<file path="src/rtl/adc_sample_controller_pkg.sv">
// Shared definitions for the serial ADC sample controller: FSM encoding,
// default timing constants and a small sizing helper.
package adc_sample_controller_pkg;

    typedef enum logic [2:0] {
        ST_IDLE  = 3'd0,
        ST_CONV  = 3'd1,
        ST_SHIFT = 3'd2,
        ST_DONE  = 3'd3,
        ST_GAP   = 3'd4
    } adc_state_e;

    localparam int DEF_DATA_W        = 16;
    localparam int DEF_CLK_DIV       = 4;
    localparam int DEF_CONV_WAIT     = 8;
    localparam int DEF_SAMPLE_PERIOD = 200;

    function automatic int max3(input int a, input int b, input int c);
        int m;
        m = (a > b) ? a : b;
        return (m > c) ? m : c;
    endfunction

endpackage

</file>
<file path="src/rtl/adc_sample_controller_sclk_gen.sv">
// Half-period divider for the ADC serial clock; also flags the clk edge on
// which sclk will go 0->1 so the top can sample sdo on that same edge.
module adc_sample_controller_sclk_gen #(
    parameter int CLK_DIV = 4
) (
    input  logic clk,
    input  logic rst_n,
    input  logic en_i,
    output logic sclk_o,
    output logic rise_o
);

    localparam int DIV_W = (CLK_DIV > 1) ? $clog2(CLK_DIV) : 1;

    logic [DIV_W-1:0] div_q, div_d;
    logic             sclk_q, sclk_d;
    logic             terminal;

    assign terminal = (div_q == DIV_W'(CLK_DIV - 1));

    // Divider and sclk are parked at zero whenever the shift phase is inactive
    always_comb begin
        div_d  = div_q;
        sclk_d = sclk_q;
        if (!en_i) begin
            div_d  = '0;
            sclk_d = 1'b0;
        end else if (terminal) begin
            div_d  = '0;
            sclk_d = ~sclk_q;
        end else begin
            div_d  = div_q + 1'b1;
        end
    end

    always_ff @(posedge clk or negedge rst_n) begin
        if (!rst_n) begin
            div_q  <= '0;
            sclk_q <= 1'b0;
        end else begin
            div_q  <= div_d;
            sclk_q <= sclk_d;
        end
    end

    assign sclk_o = sclk_q;
    assign rise_o = en_i & terminal & ~sclk_q;

endmodule

</file>
<file path="src/rtl/adc_sample_controller.sv">
// Serial ADC front end: triggers conversions (manual or periodic), clocks one
// sample in MSB-first and presents it as a held word with a valid strobe.
module adc_sample_controller
    import adc_sample_controller_pkg::*;
#(
    parameter int DATA_W        = DEF_DATA_W,
    parameter int CLK_DIV       = DEF_CLK_DIV,
    parameter int CONV_WAIT     = DEF_CONV_WAIT,
    parameter int SAMPLE_PERIOD = DEF_SAMPLE_PERIOD
) (
    input  logic              clk,
    input  logic              rst_n,
    input  logic              start,
    input  logic              auto_en,
    input  logic              adc_sdo,
    output logic              adc_cs_n,
    output logic              adc_sclk,
    output logic [DATA_W-1:0] adc_data,
    output logic              data_valid,
    output logic              busy,
    output logic              overrun
);

    localparam int SHIFT_CYC = 2 * DATA_W * CLK_DIV;
    localparam int CNT_MAX   = max3(CONV_WAIT, SHIFT_CYC, CLK_DIV);
    localparam int CNT_W     = $clog2(CNT_MAX + 1);
    localparam int TMR_W     = $clog2(SAMPLE_PERIOD + 1);

    adc_state_e        state_q, state_d;
    logic [CNT_W-1:0]  cnt_q, cnt_d;
    logic [DATA_W-1:0] shift_q, shift_d;
    logic [DATA_W-1:0] data_q, data_d;
    logic              valid_q, valid_d;
    logic [TMR_W-1:0]  timer_q, timer_d;
    logic              overrun_q, overrun_d;

    logic tick;
    logic trigger;
    logic sclk_en;
    logic sclk_rise;
    logic sclk;

    adc_sample_controller_sclk_gen #(
        .CLK_DIV (CLK_DIV)
    ) u_sclk_gen (
        .clk    (clk),
        .rst_n  (rst_n),
        .en_i   (sclk_en),
        .sclk_o (sclk),
        .rise_o (sclk_rise)
    );

    assign sclk_en = (state_q == ST_SHIFT);

    // Free-running only while auto_en is high; dropping it restarts the period
    always_comb begin
        tick = auto_en && (timer_q == TMR_W'(SAMPLE_PERIOD - 1));
        if (!auto_en || tick) begin
            timer_d = '0;
        end else begin
            timer_d = timer_q + 1'b1;
        end
    end

    assign trigger = start | tick;

    always_ff @(posedge clk or negedge rst_n) begin
        if (!rst_n) begin
            state_q <= ST_IDLE;
            cnt_q   <= '0;
        end else begin
            state_q <= state_d;
            cnt_q   <= cnt_d;
        end
    end

    always_comb begin
        state_d = state_q;
        cnt_d   = cnt_q + 1'b1;
        case (state_q)
            ST_IDLE: begin
                cnt_d = '0;
                if (trigger) begin
                    state_d = ST_CONV;
                end
            end
            ST_CONV: begin
                if (cnt_q == CNT_W'(CONV_WAIT - 1)) begin
                    state_d = ST_SHIFT;
                    cnt_d   = '0;
                end
            end
            ST_SHIFT: begin
                if (cnt_q == CNT_W'(SHIFT_CYC - 1)) begin
                    state_d = ST_DONE;
                    cnt_d   = '0;
                end
            end
            ST_DONE: begin
                state_d = ST_GAP;
                cnt_d   = '0;
            end
            ST_GAP: begin
                if (cnt_q == CNT_W'(CLK_DIV - 1)) begin
                    state_d = ST_IDLE;
                    cnt_d   = '0;
                end
            end
            default: begin
                state_d = ST_IDLE;
                cnt_d   = '0;
            end
        endcase
    end

    always_comb begin
        adc_cs_n = !((state_q == ST_CONV) || (state_q == ST_SHIFT));
        busy     = (state_q != ST_IDLE);
    end

    // Any trigger seen outside IDLE is dropped but remembered until reset
    always_comb begin
        shift_d   = shift_q;
        data_d    = data_q;
        valid_d   = 1'b0;
        overrun_d = overrun_q | (trigger && (state_q != ST_IDLE));
        if (sclk_rise) begin
            shift_d = {shift_q[DATA_W-2:0], adc_sdo};
        end
        if (state_q == ST_DONE) begin
            data_d  = shift_q;
            valid_d = 1'b1;
        end
    end

    always_ff @(posedge clk or negedge rst_n) begin
        if (!rst_n) begin
            shift_q   <= '0;
            data_q    <= '0;
            valid_q   <= 1'b0;
            timer_q   <= '0;
            overrun_q <= 1'b0;
        end else begin
            shift_q   <= shift_d;
            data_q    <= data_d;
            valid_q   <= valid_d;
            timer_q   <= timer_d;
            overrun_q <= overrun_d;
        end
    end

    assign adc_sclk   = sclk;
    assign adc_data   = data_q;
    assign data_valid = valid_q;
    assign overrun    = overrun_q;

endmodule

</file>
<file path="config.mk">
export PLATFORM = sky130hd
export DESIGN_NAME = adc_sample_controller
export DESIGN_NICKNAME = d
export VERILOG_FILES = /design/src/rtl/adc_sample_controller_pkg.sv /design/src/rtl/adc_sample_controller_sclk_gen.sv /design/src/rtl/adc_sample_controller.sv
export SDC_FILE = /design/constraint.sdc
export NUM_CORES = 1
export LEC_CHECK = 0
export ABC_CLOCK_PERIOD_IN_PS = 1840
export CAP_MARGIN = 20
export CELL_PAD_IN_SITES_DETAIL_PLACEMENT = 0
export CELL_PAD_IN_SITES_GLOBAL_PLACEMENT = 1
export CORE_ASPECT_RATIO = 1.2
export CORE_MARGIN = 2
export CORE_UTILIZATION = 40
export CTS_CLUSTER_SIZE = 28
export DETAILED_ROUTE_END_ITERATION = 10
export GPL_TIMING_DRIVEN = 1
export PLACE_DENSITY_LB_ADDON = 0.08
export SLEW_MARGIN = 10
export SYNTH_ARGS = -nofsm -noshare
export SYNTH_HDL_FRONTEND = slang
export SYNTH_SLANG_ARGS = --single-unit
</file>
<file path="constraint.sdc">
create_clock -name clk -period 1.84 [get_ports clk]
set_clock_uncertainty 0.2 [all_clocks]
set_input_delay 0.368 -clock clk [delete_from_list [all_inputs] [get_ports clk]]
set_output_delay 0.368 -clock clk [all_outputs]
set_load 0.02 [all_outputs]
</file>
==> out/qor.yml <==
slew_viol_final: 0
min_path_type: "reg -> reg"
synthTopCellsByArea: "dfrtp_1, nand2_1, mux2_2"
final_area_mm2: 0.003048
grt_max_degree: 23
seqCellArea_mm2: 0.001401
status: "completed"
p_leak_uw: 0.001597
die-area_mm2: 0.006661
dr.pass1.iters: 4
antennaDiodeCount: 0
rows: 30
cp-start-kind: "register"
drt_iter0_markers: 72
synth_top_area_share_pct: 58.18
grt_usage_pct: 15.87
syn_nets: 223
ios: 26
yosysSeqAreaShare_pct: 58.18
drive_above_1_share_pct: 24.34
cts_buffers: 5
crit_required_ns: 1.83
cts_root_buffer: "clkbuf_8"
final_hold_viol_count: 0
fp.dieH_um: 89.01
place_congestion: 0.8092
powerDensity_mw_per_mm2: 877.9
io_buffers: 25
max-vdd-ir-drop_mv: 0.5348
antenna_found_initial: 0
multi_input_area_um2: 992.2
pre_cts_slack_ns: -0.03205
synth.distinct_cells: 43
fin_nets: 274
num_vias: 1672
clock.fmax_mhz: 545.2
dieWidth_um: 74.84
core-area_mm2: 0.005743
vias_per_cell: 4.818
slew_headroom_pct: 68.27
first_global_vias: 1793
p_total_uw: 2676
area_delta_synth_final_pct: 26.55
finalCritPeriodShare_pct: 99.69
fin_crit_ns: 1.834
clock_latency_ns: 0.30
ys_warn_count: 0
yosys.area.top_type: "dfrtp_1"
wirelength_mm: 4.513
setup_ws_ns: 0.005735
h-tree-depth: 2
clock-sinks: 56
synth.ff_latch_count: 56
cp.arrival_ns: 1.82
placed_area_mm2: 0.002900
clock_path_buffers: 2
dp_cells: 335
start_util_pct: 41.94
fillers: 543
path_clk_slew_ns: 0.09
path_class: "reg -> reg"
synthesis.instances: 215
cts_tree: "done"
dp_hpwl_mm: 3.254
wire_per_inst_um: 13.01
postSynthAreaPerCell_um2: 11.20
crit_fanout: 7
worstSetupEndpointType: "register"
drcViolationCount: 0
overflow: 0
maxCapViolations: 0
grt_pass1_wl_mm: 8.114
ant_nets: 0
tightest_slew_ns: 0.4760
rsz0062_at_grt: "true"
setup_violations: 0
synth_area_mm2: 0.002409
stdcell_count: 347
-- layer usage --
metal	part of all wire (%)	wire length [um]	track usage (%)
met1	43	1953	18.83
met2	52	2363	27.59
met3	3.5	159	4.059
met4	0.80	36	5.682
met5	0	0	0
-- critical path, stage by stage, from the launching register on --
cell,delay [ns]
dfrtp_1,0.39
or4_4,0.58
o211ai_4,0.20
o311a_4,0.30
nor2_2,0.05
-- timing repair --
item | 4_1_cts | 5_1_grt
pin swaps | 1 | 3
setup endpoints to repair | 23 | 28
gates resized for setup | 23 | 11
buffers inserted | 1 | 2
hold buffers | 1 | 0
hold endpoints to repair | 16 | 0
gates cloned | 0 | 0
-- state kept, by name (all words and copies together), names as in the netlist, 2 cells and up --
signal,cells
adc_data,16
timer_q,8
shift_q,16
state_q,3
cnt_q,8
u_sclk_gen.div_q,2
-- synthesized netlist by cell type --
cell       count
nor3_1         2
nand4_1        2
nand3b_2       1
nor4b_1        2
buf_2          3
and2_1         4
o211ai_2       1
or3_1          2
a211oi_1       1
xnor2_1        5
inv_1          1
clkbuf_1       2
nor2_2         6
ha_1           3
o2bb2ai_1      1
nand3_1        5
nor2_1        11
clkinv_1       1
o311a_4        1
clkbuf_8       1
o21ai_0        2
o2111ai_1      1
xor2_1         6
a21o_1         2
nand2b_1       3
nor3b_4        1
nor3_2         1
o31ai_1        1
mux2_1         2
nand2_1       57
a31o_2         1
a21oi_1        1
a21boi_0       2
o21a_1         1
or4_4          1
or3b_2         1
nor4_1         2
mux2_2        14
a31oi_1        1
and3_1         2
dfrtp_1       56
nor2b_2        1
nand3b_1       1
-- placed cells by master (no fill, tap or decap), types with 2 or more instances in the layout --
master and n:
nand2b_1 3, dfrtp_1 56, buf_6 2, a21boi_0 2, dlymetal6s2s_1 4, nand2_1 57, and3_1 2, buf_4 21
xnor2_1 5, nor2_1 11, xor2_1 6, buf_12 2, mux2_2 14, o21ai_0 2, a21o_1 2, nor3_1 2
nand4_1 2, dlygate4sd2_1 14, ha_1 3, nor2_2 6, mux2_1 2, nand3_1 5, nor4_1 2, clkbuf_8 6
clkdlybuf4s50_1 4, and2_1 4, buf_2 2
-- metrics by stage --
stage               setup TNS, ns  util [%]  hold slack (ns)
CTS                             0     52.00           0.2570
detailed placement       -0.09876     50.50           0.1482
floorplan                       0         -          -0.1276
global route              -0.3501     53.07           0.2714
global placement        -0.009537     50.50           0.1387
finish                          0     53.07           0.2524
-- final cells by class --
cell class | count | area share (%)
Clock buffer | 7 | 2.833
Clock inverter | 1 | 0.2463
Inverter | 2 | 0.2463
Multi-Input combinational cell | 151 | 32.55
Sequential cell | 56 | 45.98
Tap cell | 80 | 3.284
Timing Repair Buffer | 50 | 14.86
-- kinds of logic after synthesis --
| logic type | synth area share (%) |
|---|---|
| AO/OA/AOI/OAI | 5.559 |
| XOR/XNOR | 4.000 |
| adder cells (fa/ha/maj) | 1.559 |
| buffers and inverters | 1.818 |
| flip-flops | 58.18 |
| multiplexers | 7.480 |
| AND/OR/NAND/NOR | 21.40 |
-- power breakdown --
part / total [uW] / switching, uW / leakage, uW / internal [uW]
Combinational: 658 / 355 / 0.000788 / 303
Sequential: 1350 / 46.4 / 0.000764 / 1300
Clock: 672 / 366 / 0.0000445 / 307
-- path summary, 6_finish.rpt --
| path | cells after the start | to | from | slack, ns |
|---|---|---|---|---|
| setup reg to reg | 4 | cnt_q[4] | cnt_q[5] | 0.006 |
| hold / removal | 1 | u_sclk_gen.div_q[0] | u_sclk_gen.div_q[0] | 0.25 |
| max in group asynchronous | 3 | state_q[1] | rst_n | 0.61 |
| min in group asynchronous | 2 | adc_data[12] | rst_n | 0.35 |
| hold reg to reg | 1 | u_sclk_gen.div_q[0] | u_sclk_gen.div_q[0] | 0.25 |
| setup / recovery | 4 | cnt_q[4] | cnt_q[5] | 0.006 |
(Power assumes the default switching activity.)
